File: src/rtl/change_dispense_ctrl_pkg.sv
// Shared types and coin constants for the change dispensing controller.
// All monetary amounts are expressed in nickel units.
package change_pkg;

    // Coin encodings double as their value in nickels.
    typedef enum logic [2:0] {
        COIN_NONE    = 3'd0,
        COIN_NICKEL  = 3'd1,
        COIN_DIME    = 3'd2,
        COIN_QUARTER = 3'd5
    } coin_t;

    typedef enum logic [2:0] {
        ST_IDLE   = 3'd0,
        ST_CHECK  = 3'd1,
        ST_SELECT = 3'd2,
        ST_OFFER  = 3'd3,
        ST_DONE   = 3'd4
    } state_t;

    localparam logic [3:0] QUARTER_VAL = 4'd5;
    localparam logic [3:0] DIME_VAL    = 4'd2;
    localparam logic [3:0] NICKEL_VAL  = 4'd1;

    // Value of a coin in nickels, widened to the change width.
    function automatic logic [3:0] coin_val(input coin_t c);
        case (c)
            COIN_QUARTER: return QUARTER_VAL;
            COIN_DIME:    return DIME_VAL;
            COIN_NICKEL:  return NICKEL_VAL;
            default:      return 4'd0;
        endcase
    endfunction

endpackage

File: src/rtl/change_dispense_ctrl_coin_pick.sv
// Greedy coin selector: largest coin that fits the outstanding change
// and is still in stock. Purely combinational.
module coin_pick
    import change_pkg::*;
#(
    parameter int CNT_W = 2
) (
    input  logic [3:0]       change_i,
    input  logic [CNT_W-1:0] inv_q_i,
    input  logic [CNT_W-1:0] inv_d_i,
    input  logic [CNT_W-1:0] inv_n_i,
    output coin_t            coin_o
);

    // Priority chain quarter > dime > nickel; a coin is only eligible if in stock.
    always_comb begin
        coin_o = COIN_NONE;
        if (change_i >= QUARTER_VAL && inv_q_i != '0) begin
            coin_o = COIN_QUARTER;
        end else if (change_i >= DIME_VAL && inv_d_i != '0) begin
            coin_o = COIN_DIME;
        end else if (change_i >= NICKEL_VAL && inv_n_i != '0) begin
            coin_o = COIN_NICKEL;
        end
    end

endmodule

File: src/rtl/change_dispense_ctrl.sv
// Change-making sequencer: captures cost/paid, then dispenses change one
// coin at a time from a tracked quarter/dime/nickel inventory over a
// valid/ready handshake to an external dispenser.
module change_dispense_ctrl
    import change_pkg::*;
#(
    parameter int CNT_W     = 2,
    parameter int MAX_COINS = 4
) (
    input  logic             clock,
    input  logic             reset,
    input  logic             start,
    input  logic [3:0]       cost,
    input  logic [3:0]       paid,
    input  logic             refill,
    input  logic [CNT_W-1:0] refill_q,
    input  logic [CNT_W-1:0] refill_d,
    input  logic [CNT_W-1:0] refill_n,
    output logic             disp_valid,
    output logic [2:0]       disp_coin,
    input  logic             disp_ready,
    output logic             busy,
    output logic             done,
    output logic             exact_amount,
    output logic             cough_up_more,
    output logic             short_change,
    output logic [3:0]       remaining,
    output logic [2:0]       coins_given,
    output logic [CNT_W-1:0] inv_q,
    output logic [CNT_W-1:0] inv_d,
    output logic [CNT_W-1:0] inv_n
);

    localparam logic [2:0]       MAX_C   = 3'(MAX_COINS);
    localparam logic [CNT_W-1:0] CNT_ONE = CNT_W'(1);

    state_t           state_q;
    logic [3:0]       cost_q;
    logic [3:0]       paid_q;
    logic [3:0]       change_q;
    logic             disp_valid_q;
    coin_t            disp_coin_q;
    logic             done_q;
    logic             exact_q;
    logic             cough_q;
    logic             short_q;
    logic [3:0]       remaining_q;
    logic [2:0]       coins_q;
    logic [CNT_W-1:0] qtr_cnt_q;
    logic [CNT_W-1:0] dime_cnt_q;
    logic [CNT_W-1:0] nick_cnt_q;
    coin_t            pick;

    // Refill addition done one bit wider so an overflow clamps to full scale.
    function automatic logic [CNT_W-1:0] sat_add(input logic [CNT_W-1:0] a,
                                                 input logic [CNT_W-1:0] b);
        logic [CNT_W:0] sum;
        sum = {1'b0, a} + {1'b0, b};
        if (sum[CNT_W]) begin
            return '1;
        end
        return sum[CNT_W-1:0];
    endfunction

    coin_pick #(
        .CNT_W (CNT_W)
    ) u_coin_pick (
        .change_i (change_q),
        .inv_q_i  (qtr_cnt_q),
        .inv_d_i  (dime_cnt_q),
        .inv_n_i  (nick_cnt_q),
        .coin_o   (pick)
    );

    // Transaction FSM; every output is a register updated here.
    always_ff @(posedge clock) begin
        if (reset) begin
            state_q      <= ST_IDLE;
            cost_q       <= '0;
            paid_q       <= '0;
            change_q     <= '0;
            disp_valid_q <= 1'b0;
            disp_coin_q  <= COIN_NONE;
            done_q       <= 1'b0;
            exact_q      <= 1'b0;
            cough_q      <= 1'b0;
            short_q      <= 1'b0;
            remaining_q  <= '0;
            coins_q      <= '0;
            qtr_cnt_q    <= '0;
            dime_cnt_q   <= '0;
            nick_cnt_q   <= '0;
        end else begin
            done_q <= 1'b0;
            case (state_q)
                ST_IDLE: begin
                    if (start) begin
                        // start wins over a simultaneous refill
                        cost_q      <= cost;
                        paid_q      <= paid;
                        change_q    <= '0;
                        exact_q     <= 1'b0;
                        cough_q     <= 1'b0;
                        short_q     <= 1'b0;
                        remaining_q <= '0;
                        coins_q     <= '0;
                        state_q     <= ST_CHECK;
                    end else if (refill) begin
                        qtr_cnt_q  <= sat_add(qtr_cnt_q, refill_q);
                        dime_cnt_q <= sat_add(dime_cnt_q, refill_d);
                        nick_cnt_q <= sat_add(nick_cnt_q, refill_n);
                    end
                end
                ST_CHECK: begin
                    if (paid_q < cost_q) begin
                        cough_q     <= 1'b1;
                        change_q    <= '0;
                        remaining_q <= '0;
                        done_q      <= 1'b1;
                        state_q     <= ST_DONE;
                    end else if (paid_q == cost_q) begin
                        exact_q     <= 1'b1;
                        change_q    <= '0;
                        remaining_q <= '0;
                        done_q      <= 1'b1;
                        state_q     <= ST_DONE;
                    end else begin
                        change_q <= paid_q - cost_q;
                        state_q  <= ST_SELECT;
                    end
                end
                ST_SELECT: begin
                    if (change_q == '0 || pick == COIN_NONE || coins_q == MAX_C) begin
                        // results are published as DONE is entered so they
                        // coincide with the done pulse
                        remaining_q <= change_q;
                        short_q     <= (change_q != '0);
                        done_q      <= 1'b1;
                        state_q     <= ST_DONE;
                    end else begin
                        disp_coin_q  <= pick;
                        disp_valid_q <= 1'b1;
                        state_q      <= ST_OFFER;
                    end
                end
                ST_OFFER: begin
                    if (disp_ready) begin
                        disp_valid_q <= 1'b0;
                        disp_coin_q  <= COIN_NONE;
                        change_q     <= change_q - coin_val(disp_coin_q);
                        coins_q      <= coins_q + 3'd1;
                        case (disp_coin_q)
                            COIN_QUARTER: qtr_cnt_q  <= qtr_cnt_q - CNT_ONE;
                            COIN_DIME:    dime_cnt_q <= dime_cnt_q - CNT_ONE;
                            COIN_NICKEL:  nick_cnt_q <= nick_cnt_q - CNT_ONE;
                            default:      ;
                        endcase
                        state_q <= ST_SELECT;
                    end
                end
                ST_DONE: begin
                    state_q <= ST_IDLE;
                end
                default: begin
                    state_q <= ST_IDLE;
                end
            endcase
        end
    end

    assign disp_valid    = disp_valid_q;
    assign disp_coin     = disp_coin_q;
    assign busy          = (state_q != ST_IDLE);
    assign done          = done_q;
    assign exact_amount  = exact_q;
    assign cough_up_more = cough_q;
    assign short_change  = short_q;
    assign remaining     = remaining_q;
    assign coins_given   = coins_q;
    assign inv_q         = qtr_cnt_q;
    assign inv_d         = dime_cnt_q;
    assign inv_n         = nick_cnt_q;

endmodule

File: config.mk
export PLATFORM = sky130hd
export DESIGN_NAME = change_dispense_ctrl
export DESIGN_NICKNAME = d
export VERILOG_FILES = /design/src/rtl/change_dispense_ctrl_pkg.sv /design/src/rtl/change_dispense_ctrl_coin_pick.sv /design/src/rtl/change_dispense_ctrl.sv
export SDC_FILE = /design/constraint.sdc
export NUM_CORES = 1
export LEC_CHECK = 0
export ABC_CLOCK_PERIOD_IN_PS = 3600
export CAP_MARGIN = 5
export CORE_AREA = 2 2 66 68
export DETAILED_ROUTE_END_ITERATION = 10
export DIE_AREA = 0 0 68 70
export MAX_ROUTING_LAYER = met4
export PLACE_DENSITY = 0.91
export SLEW_MARGIN = 20
export SYNTH_ARGS = -nofsm -noshare
export SYNTH_HDL_FRONTEND = slang
export SYNTH_HIERARCHICAL = 1
export SYNTH_SLANG_ARGS = --single-unit
export TNS_END_PERCENT = 30
File: constraint.sdc
create_clock -name clock -period 3.6 [get_ports clock]
set_input_delay 0.72 -clock clock [delete_from_list [all_inputs] [get_ports clock]]
set_output_delay 0.72 -clock clock [all_outputs]
set_load 0.02 [all_outputs]
==> results of run 1 <==
-- sequential cells by signal (all words and copies together), names as in the netlist, 2 cells and up --
signal / flops
change_q: 4
coins_given: 3
cost_q: 4
disp_coin: 3
inv_d: 2
inv_n: 2
inv_q: 2
paid_q: 4
remaining: 4
state_q: 3
-- through the flow --
step / instance area (sq um) / util [%] / worst slack (ns) / hold WS [ns] / cells
final: 2710 / 65.5 / 0.947 / 0.459 / 357
after global placement: 2600 / 62.8 / 1.30 / 0.446 / 349
after CTS: 2710 / 65.5 / 0.974 / 0.459 / 357
after global routing: 2710 / 65.5 / 0.883 / 0.490 / 357
after floorplan: 2200 / - / 1.67 / 0.436 / 269
after detailed placement: 2600 / 62.8 / 1.22 / 0.448 / 349
-- cell type report --
| class | instances | share of cell area (%) |
|---|---|---|
| clock inverters | 3 | 1.57 |
| well taps | 52 | 2.40 |
| flip-flops and latches | 36 | 26.6 |
| multi-input cells | 203 | 49.6 |
| repair buffers | 41 | 15.0 |
| clock buffers | 5 | 2.54 |
| inverters | 17 | 2.35 |
-- worst max path at each step --
stage	start	depth (start not counted)	end	slack (ns)
floorplan	change_q[1]	8	state_q[0]	1.67
global placement	refill_q[0]	5	inv_q[1]	1.30
detailed placement	start	5	inv_d[0]	1.22
CTS	state_q[1]	3	busy	0.97
global route	state_q[0]	3	busy	0.88
finish	state_q[1]	3	busy	0.95
-- worst max-delay path: cells and delay by family (launching register included) --
kind	cells	cell delay [ns]
buf+inv	2	0.64
flops	1	0.48
simple gates	1	0.51
-- cells by family (layout without fill, tap and decap cells) --
family | count (synthesis) | after routing | synth area share [%]
AND/OR/NAND/NOR | 105 | 105 | 25.6
AO/OA/AOI/OAI | 71 | 71 | 19.9
flip-flops | 36 | 36 | 32.8
buffers and inverters | 30 | 66 | 5.93
adder cells (fa/ha/maj) | 17 | 17 | 11.4
multiplexers | 6 | 6 | 2.74
XOR/XNOR | 4 | 4 | 1.60
-- layer usage --
metal  share of wire, %  track usage [%]  up-vias
li1                   -                -     1031
met1                 43             31.8      988
met2                 47             35.9       87
met3                7.7             5.15       16
met4                2.4             11.1        0
met5                  0                -        -
-- synthesized netlist by cell type (all sizes together) (4+ instances only) --
cell type	count	share of area, %
dfxtp	36	33
a21oi	31	7.1
nand2	30	5.1
nor2	18	3.1
inv	17	2.9
o21ai	15	3.4
ha	12	6.8
nand3	11	2.5
nand2b	8	2.3
buf	7	2.0
nor3	7	1.8
clkbuf	6	1.0
mux2i	6	2.7
fa	5	4.6
a211oi	4	1.4
and2	4	1.1
nand3b	4	1.4
nand4	4	1.1
-- power groups by stage --
stage	clock [mW]	sequential, mW	combinational [mW]
floorplan	0	0.505	0.347
global placement	0	0.515	0.466
detailed placement	0	0.517	0.479
CTS	0.358	0.508	0.485
global route	0.376	0.518	0.538
finish	0.360	0.508	0.486
==> impl_metrics.json, run 1 <==
{
  "status": "completed",
  "synthArstFlopShare_pct": 0,
  "nNetsFinal": 340,
  "peakVddDrop_v": 0.000267,
  "holdPathEnd": "cost_q[3]",
  "min_from": "cost_q[3]",
  "combPwrFrac_pct": 35.9,
  "finalCritPeriodShare_pct": 73.7,
  "num_rows": 24,
  "period_needed_ns": 2.65,
  "r2r-start": "change_q[1]",
  "layout_common_cells": "clkdlybuf4s50_1, dfxtp_1, a21oi_1, nand2_1, nor2_1",
  "syn2layout_area_growth_pct": 23.6,
  "path_max_fanout": 18,
  "gr-usage-all-layers_pct": 24.4,
  "power_frac_seq_pct": 37.6,
  "ys_types": 54,
  "path_clk_slew_ns": 0.07,
  "p_leak_nw": 1.02,
  "cts_setup_buffers": 0,
  "drv_slew": 0,
  "grt_max_degree": 39,
  "tightestPinTransition_ns": 0.685,
  "drt_iter0_drc": 216,
  "antenna_found_initial": 0,
  "finalHoldViolations": 0,
  "die_w_um": 68,
  "synth_cells": 269,
  "netlist_area_sq_um": 2200,
  "r2r_slack_ns": 1.37,
  "port_buffers": 40,
  "die_height_um": 70,
  "synth_edf_count": 0,
  "powerDensity_nw_per_um2": 499,
  "drc": 0,
  "drive_gt1_share_pct": 4.59,
  "rsz0062_at_grt": "no",
  "final_common_cell": "clkdlybuf4s50_1",
  "clock.fmax_ghz": 0.377,
  "synth_ff_type": "dfxtp_1",
  "cts_buffers": 5,
  "clockRootBuffer": "clkbuf_8",
  "hpwl_mm": 3.70,
  "pwr-share-clk_pct": 26.6,
  "setup_viol": 0,
  "io_pins": 41,
  "switchingPower_mw": 0.492,
  "first_pass_iters": 6,
  "hp-class": "reg -> reg",
  "clk-insertion-delay-late_ns": 0.30,
  "grt_first_pass_wirelength_mm": 8.76,
  "ant_nets": 0,
  "holdPathStages": 2,
  "cts_resized": 0,
  "seq_area_frac_synth_pct": 32.8,
  "tns_ns": 0,
  "r2r_cells": 7,
  "cts_buffer_depth": 2,
  "wirelength_mm": 5.28,
  "vias": 2122,
  "swShare_pct": 36.3,
  "start_util_pct": 53.0,
  "dieArea_sq_um": 4760,
  "cp-end-kind": "output port",
  "gp_congestion": 0.887,
  "globalRouteOverflowTotal": 0,
  "cp-start-kind": "flip-flop",
  "r2r-end": "short_change",
  "cp_data_required_time_ns": 2.88,
  "worstPathCellList": "nor3_1, inv_1, clkdlybuf4s50_1",
  "slowest_delay_ns": 0.56,
  "seq_area_sq_um": 721,
  "cts_tree": "yes",
  "total_power_mw": 1.35,
  "fillCellCount": 346,
  "n_antenna_cell": 0,
  "arrival_ns": 1.93,
  "wire_per_inst_um": 14.8,
  "syn-num-nets": 305,
  "htree_levels": 2,
  "coreArea_sq_um": 4140,
  "synth.avg_cell_area_sq_um": 8.16,
  "p_int_mw": 0.862,
  "yosysWarningCount": 6,
  "critPathKind": "reg -> out",
  "via_per_inst": 5.94,
  "cp_slowest_cell": "clkdlybuf4s50_1",
  "ys_seq_elements": 36,
  "cts_sinks": 36,
  "maxCapViolations": 0,
  "grt_pass1_vias": 1988,
  "maxSlewHeadroom_pct": 53.7,
  "fin_skew_ns": 0.00361,
  "cts_hold_buf": 0,
  "multiInputGateArea_sq_um": 1350
}
(Power assumes the default switching activity.)
==> run 2: changes to the inputs <==
--- a/config.mk
+++ b/config.mk
@@ -5,13 +5,13 @@
 export SDC_FILE = /design/constraint.sdc
 export NUM_CORES = 1
 export LEC_CHECK = 0
-export ABC_CLOCK_PERIOD_IN_PS = 3600
+export ABC_CLOCK_PERIOD_IN_PS = 2100
 export CAP_MARGIN = 5
-export CORE_AREA = 2 2 66 68
+export CORE_AREA = 2 2 72 74
 export DETAILED_ROUTE_END_ITERATION = 10
-export DIE_AREA = 0 0 68 70
+export DIE_AREA = 0 0 74 76
 export MAX_ROUTING_LAYER = met4
-export PLACE_DENSITY = 0.91
+export PLACE_DENSITY = 0.82
 export SLEW_MARGIN = 20
 export SYNTH_ARGS = -nofsm -noshare
 export SYNTH_HDL_FRONTEND = slang
==> constraint.sdc (replaced) <==
create_clock -name clock -period 2.1 [get_ports clock]
set_input_delay 0.42 -clock clock [delete_from_list [all_inputs] [get_ports clock]]
set_output_delay 0.42 -clock clock [all_outputs]
set_load 0.02 [all_outputs]
==> impl_metrics.json, run 2 (synthesized netlist as in run 1, its figures left out) <==
{
  "powerDensity_nw_per_um2": 807,
  "peakVddDrop_v": 0.000353,
  "design_area_sq_um": 2850,
  "grt_first_pass_wirelength_mm": 9.37,
  "arrival_ns": 2.21,
  "antenna_found_initial": 0,
  "grt_pass1_vias": 2061,
  "cp-end-kind": "flip-flop",
  "drv_slew": 0,
  "first_pass_iters": 4,
  "drive_gt1_share_pct": 9.66,
  "syn2layout_area_growth_pct": 29.6,
  "fillCellCount": 442,
  "cts_setup_buffers": 0,
  "ant_nets": 0,
  "tightestPinTransition_ns": 0.494,
  "placed_cell_area_sq_um": 2750,
  "worst_slack_ns": 0.117,
  "drt_iter0_drc": 139,
  "period_needed_ns": 1.98,
  "dieArea_sq_um": 5620,
  "path_clk_slew_ns": 0.07,
  "clk-insertion-delay-late_ns": 0.29,
  "hpwl_mm": 4.19,
  "final_common_cell": "clkdlybuf4s50_1",
  "drc": 0,
  "die_height_um": 76,
  "cts_buffer_depth": 2,
  "gp_congestion": 0.882,
  "wirelength_mm": 5.73,
  "tns_ns": 0,
  "critPathKind": "reg -> reg",
  "die_w_um": 74,
  "finalHoldViolations": 0,
  "r2r_slack_ns": 0.12,
  "fin_skew_ns": 0.00437,
  "gr-usage-all-layers_pct": 21.5,
  "hold_slack_ns": 0.458,
  "clockRootBuffer": "clkbuf_8",
  "grt_max_degree": 24,
  "n_antenna_cell": 0,
  "dp_slack_ns": 0.0296,
  "port_buffers": 40,
  "globalRouteOverflowTotal": 0,
  "layout_common_cells": "clkdlybuf4s50_1, dfxtp_1, a21oi_1, nand2_1, nor2_1",
  "vias": 2184,
  "cts_hold_buf": 0,
  "hp-class": "reg -> reg",
  "cts_tree": "yes",
  "status": "completed",
  "via_per_inst": 5.59,
  "wire_per_inst_um": 14.6,
  "path_max_fanout": 7,
  "maxCapViolations": 0,
  "cp-start-kind": "flip-flop",
  "num_rows": 26,
  "start_util_pct": 44.7,
  "coreArea_sq_um": 4910,
  "cts_buffers": 5,
  "cp_data_required_time_ns": 2.33,
  "setup_viol": 0,
  "final_util_pct": 57.9,
  "p_leak_nw": 1.09,
  "io_pins": 41,
  "cts_sinks": 36,
  "finalCritPeriodShare_pct": 94.4,
  "rsz0062_at_grt": "no",
  "clock.fmax_ghz": 0.504,
  "nNetsFinal": 356,
  "maxSlewHeadroom_pct": 66.8,
  "htree_levels": 2
}
## run 2: worst max-delay path, stage by stage, from the launching register on
cell and delay [ns]:
dfxtp_2 0.37, o21a_1 0.18, o22a_1 0.24, o21bai_1 0.19, or3_1 0.41, nand4_1 0.16
buf_4 0.14, nand3_1 0.07, a21oi_1 0.15
## run 2: repair_timing
action                     4_1_cts  5_1_grt
setup endpoints to repair        0       13
resized for setup                0        3
hold endpoints to repair         0        0
## run 2: power by group
part | internal [mW] | leakage [nW] | switching, mW
registers | 0.759 | 0.293 | 0.0572
logic | 0.420 | 0.753 | 0.549
clock network | 0.268 | 0.0455 | 0.245
## run 2: final timing paths
check / start / depth (start not counted) / end
setup / recovery: change_q[1] / 8 / disp_coin[0]
hold / removal: cost_q[3] / 2 / cost_q[3]
setup reg to reg: change_q[1] / 8 / disp_coin[0]
hold reg to reg: cost_q[3] / 2 / cost_q[3]
## run 2: metrics by stage
stage | total power, mW | instances
floorplan | 1.46 | 269
global placement | 1.75 | 383
detailed placement | 1.78 | 383
CTS | 2.30 | 391
global route | 2.44 | 391
finish | 2.30 | 391
## run 2: final cells by class
| cell class | instances | area [sq um] | share of cell area, % |
|---|---|---|---|
| tap | 70 | 87.6 | 3.08 |
| timing repair buffer | 57 | 528 | 18.5 |
| clock buffer | 8 | 90.1 | 3.16 |
| sequential | 36 | 722 | 25.4 |
| multi-input combinational | 203 | 1360 | 47.6 |
| inverter | 17 | 63.8 | 2.24 |
## run 2: metal layers
| layer | GRT usage [%] | routed length, um | vias up |
|---|---|---|---|
| met3 | 3.97 | 338 | 14 |
| met2 | 33.6 | 2780 | 84 |
| met1 | 27.8 | 2480 | 1027 |
| li1 | - | - | 1059 |
| met5 | - | 0 | - |
| met4 | 7.27 | 132 | 0 |
==> run 3: changes to the inputs <==
--- a/config.mk
+++ b/config.mk
@@ -11,8 +11,8 @@
 export DETAILED_ROUTE_END_ITERATION = 10
 export DIE_AREA = 0 0 74 76
 export MAX_ROUTING_LAYER = met4
-export PLACE_DENSITY = 0.82
-export SLEW_MARGIN = 20
+export PLACE_DENSITY = 0.74
+export SLEW_MARGIN = 10
 export SYNTH_ARGS = -nofsm -noshare
 export SYNTH_HDL_FRONTEND = slang
 export SYNTH_HIERARCHICAL = 1
==> impl_metrics.json, run 3 (synthesized netlist as in run 1, its figures left out) <==
{
  "placed_cells": 382,
  "critPathKind": "reg -> reg",
  "finalHoldViolations": 0,
  "wire_per_inst_um": 13.3,
  "htree_levels": 2,
  "cts_tree": "yes",
  "p_int_mw": 1.47,
  "path_clk_slew_ns": 0.07,
  "pwr-share-clk_pct": 23.3,
  "final_common_cell": "clkdlybuf4s50_1",
  "switchingPower_mw": 0.811,
  "path_max_fanout": 7,
  "antenna_found_initial": 0,
  "syn2layout_area_growth_pct": 29.3,
  "cts_setup_buffers": 0,
  "hp-class": "reg -> reg",
  "maxSlewHeadroom_pct": 63.2,
  "arrival_ns": 2.19,
  "dieArea_sq_um": 5620,
  "met1_usage_pct": 28.5,
  "rsz0062_at_grt": "yes",
  "cp_data_required_time_ns": 2.28,
  "coreArea_sq_um": 4910,
  "n_antenna_cell": 0,
  "grt_pass1_vias": 1924,
  "worst_slack_ns": 0.0878,
  "io_pins": 41,
  "tightestPinTransition_ns": 0.548,
  "met3_usage_pct": 4.23,
  "drc": 0,
  "port_buffers": 40,
  "tns_ns": 0,
  "cts_buffers": 5,
  "clock.fmax_ghz": 0.497,
  "gp_congestion": 0.882,
  "slowest_delay_ns": 0.53,
  "cts_sinks": 36,
  "drv_slew": 0,
  "status": "completed",
  "combPwrFrac_pct": 40.5,
  "nNetsFinal": 355,
  "r2r-start": "disp_coin[1]",
  "min_from": "paid_q[0]",
  "wirelength_mm": 5.18,
  "worstPathCellList": "or3b_2, ha_1, nand3b_1, a21oi_1, o31ai_1, a311oi_1",
  "via_per_inst": 5.34,
  "first_pass_iters": 4,
  "num_rows": 26,
  "dp_slack_ns": 0.0462,
  "power_frac_seq_pct": 36.1,
  "grt-busiest-layer": "met2",
  "path_buf_inv": 0,
  "globalRouteOverflowTotal": 0,
  "drive_gt1_share_pct": 9.40,
  "vias": 2076,
  "cp-end-kind": "flip-flop",
  "gr-usage-all-layers_pct": 20.5,
  "cts_buffer_depth": 2,
  "use_met2_pct": 29.9,
  "layout_common_cells": "clkdlybuf4s50_1, dfxtp_1, a21oi_1, nand2_1, nor2_1",
  "clk-insertion-delay-late_ns": 0.29,
  "setup_viol": 0,
  "cp_slowest_cell": "or3b_2",
  "drt_iter0_drc": 186,
  "fin_skew_ns": 0.00399,
  "powerDensity_nw_per_um2": 802,
  "die_w_um": 74,
  "critPathLaunch": "disp_coin[1]",
  "ant_nets": 0,
  "total_power_mw": 2.28,
  "peakVddDrop_v": 0.000325,
  "grt_first_pass_wirelength_mm": 8.87,
  "critical-path-top-delay-family": "simple AND/OR/NAND/NOR gates",
  "period_needed_ns": 2.01,
  "p_leak_nw": 1.09,
  "final_util_pct": 57.8,
  "hpwl_mm": 3.86,
  "start_util_pct": 44.7,
  "maxCapViolations": 0,
  "swShare_pct": 35.6,
  "finalCritPeriodShare_pct": 95.8,
  "grt_max_degree": 27,
  "stdcell_count": 389,
  "cp-start-kind": "flip-flop",
  "clockRootBuffer": "clkbuf_8",
  "die_height_um": 76
}
==> run 3: cell types whose count changed in the layout (fill, tap and decap cells not counted) <==
| cell | before | now |
|---|---|---|
| clkbuf_1 | 2 | 0 |
| buf_4 | 17 | 16 |
| clkbuf_8 | 6 | 7 |
| nor3_1 | 4 | 5 |
| nor3_2 | 3 | 2 |
==> run 3: worst paths after layout <==
check / endpoint / slack, ns / depth (start not counted)
max: change_q[3] / 0.09 / 6
min: paid_q[0] / 0.45 / 2
max reg2reg: change_q[3] / 0.09 / 6
min reg2reg: paid_q[0] / 0.45 / 2
==> run 3: layout make-up <==
class,instances,area [sq um]
flip-flops and latches,36,722
repair buffers,56,520
multi-input cells,203,1350
fillers,448,2070
clock buffers,7,96.3
inverters,17,63.8
well taps,70,87.6
==> run 3: worst register-to-register path, cell delays in order (launching register included) <==
cell and delay (ns):
dfxtp_1 0.44, or3b_2 0.53, ha_1 0.30, nand3b_1 0.10, a21oi_1 0.17, o31ai_1 0.09
a311oi_1 0.29
==> run 3: power groups by stage <==
stage	Sequential (mW)	Combinational, mW	Clock [mW]
3_3_place_gp	0.837	0.915	0
5_1_grt	0.834	1.04	0.567
2_1_floorplan	0.866	0.595	0
4_1_cts	0.823	0.926	0.539
6_report	0.823	0.924	0.532
3_5_place_dp	0.838	0.921	0
==> run 3: through the flow <==
step | hold slack (ns) | area (sq um)
finish | 0.454 | 2840
detailed placement | 0.447 | 2740
CTS | 0.456 | 2830
global route | 0.479 | 2840
floorplan | 0.436 | 2200
global placement | 0.444 | 2740
==> run 3: repair_timing <==
item	in CTS	in global routing
gates resized for setup	0	2
hold buffers	0	0
endpoints found under the setup margin	0	4
==> run 3: layer usage <==
metal	routed length [um]	vias up
met4	48	0
met3	285	5
li1	-	1054
met2	2430	58
met1	2420	959
met5	0	-
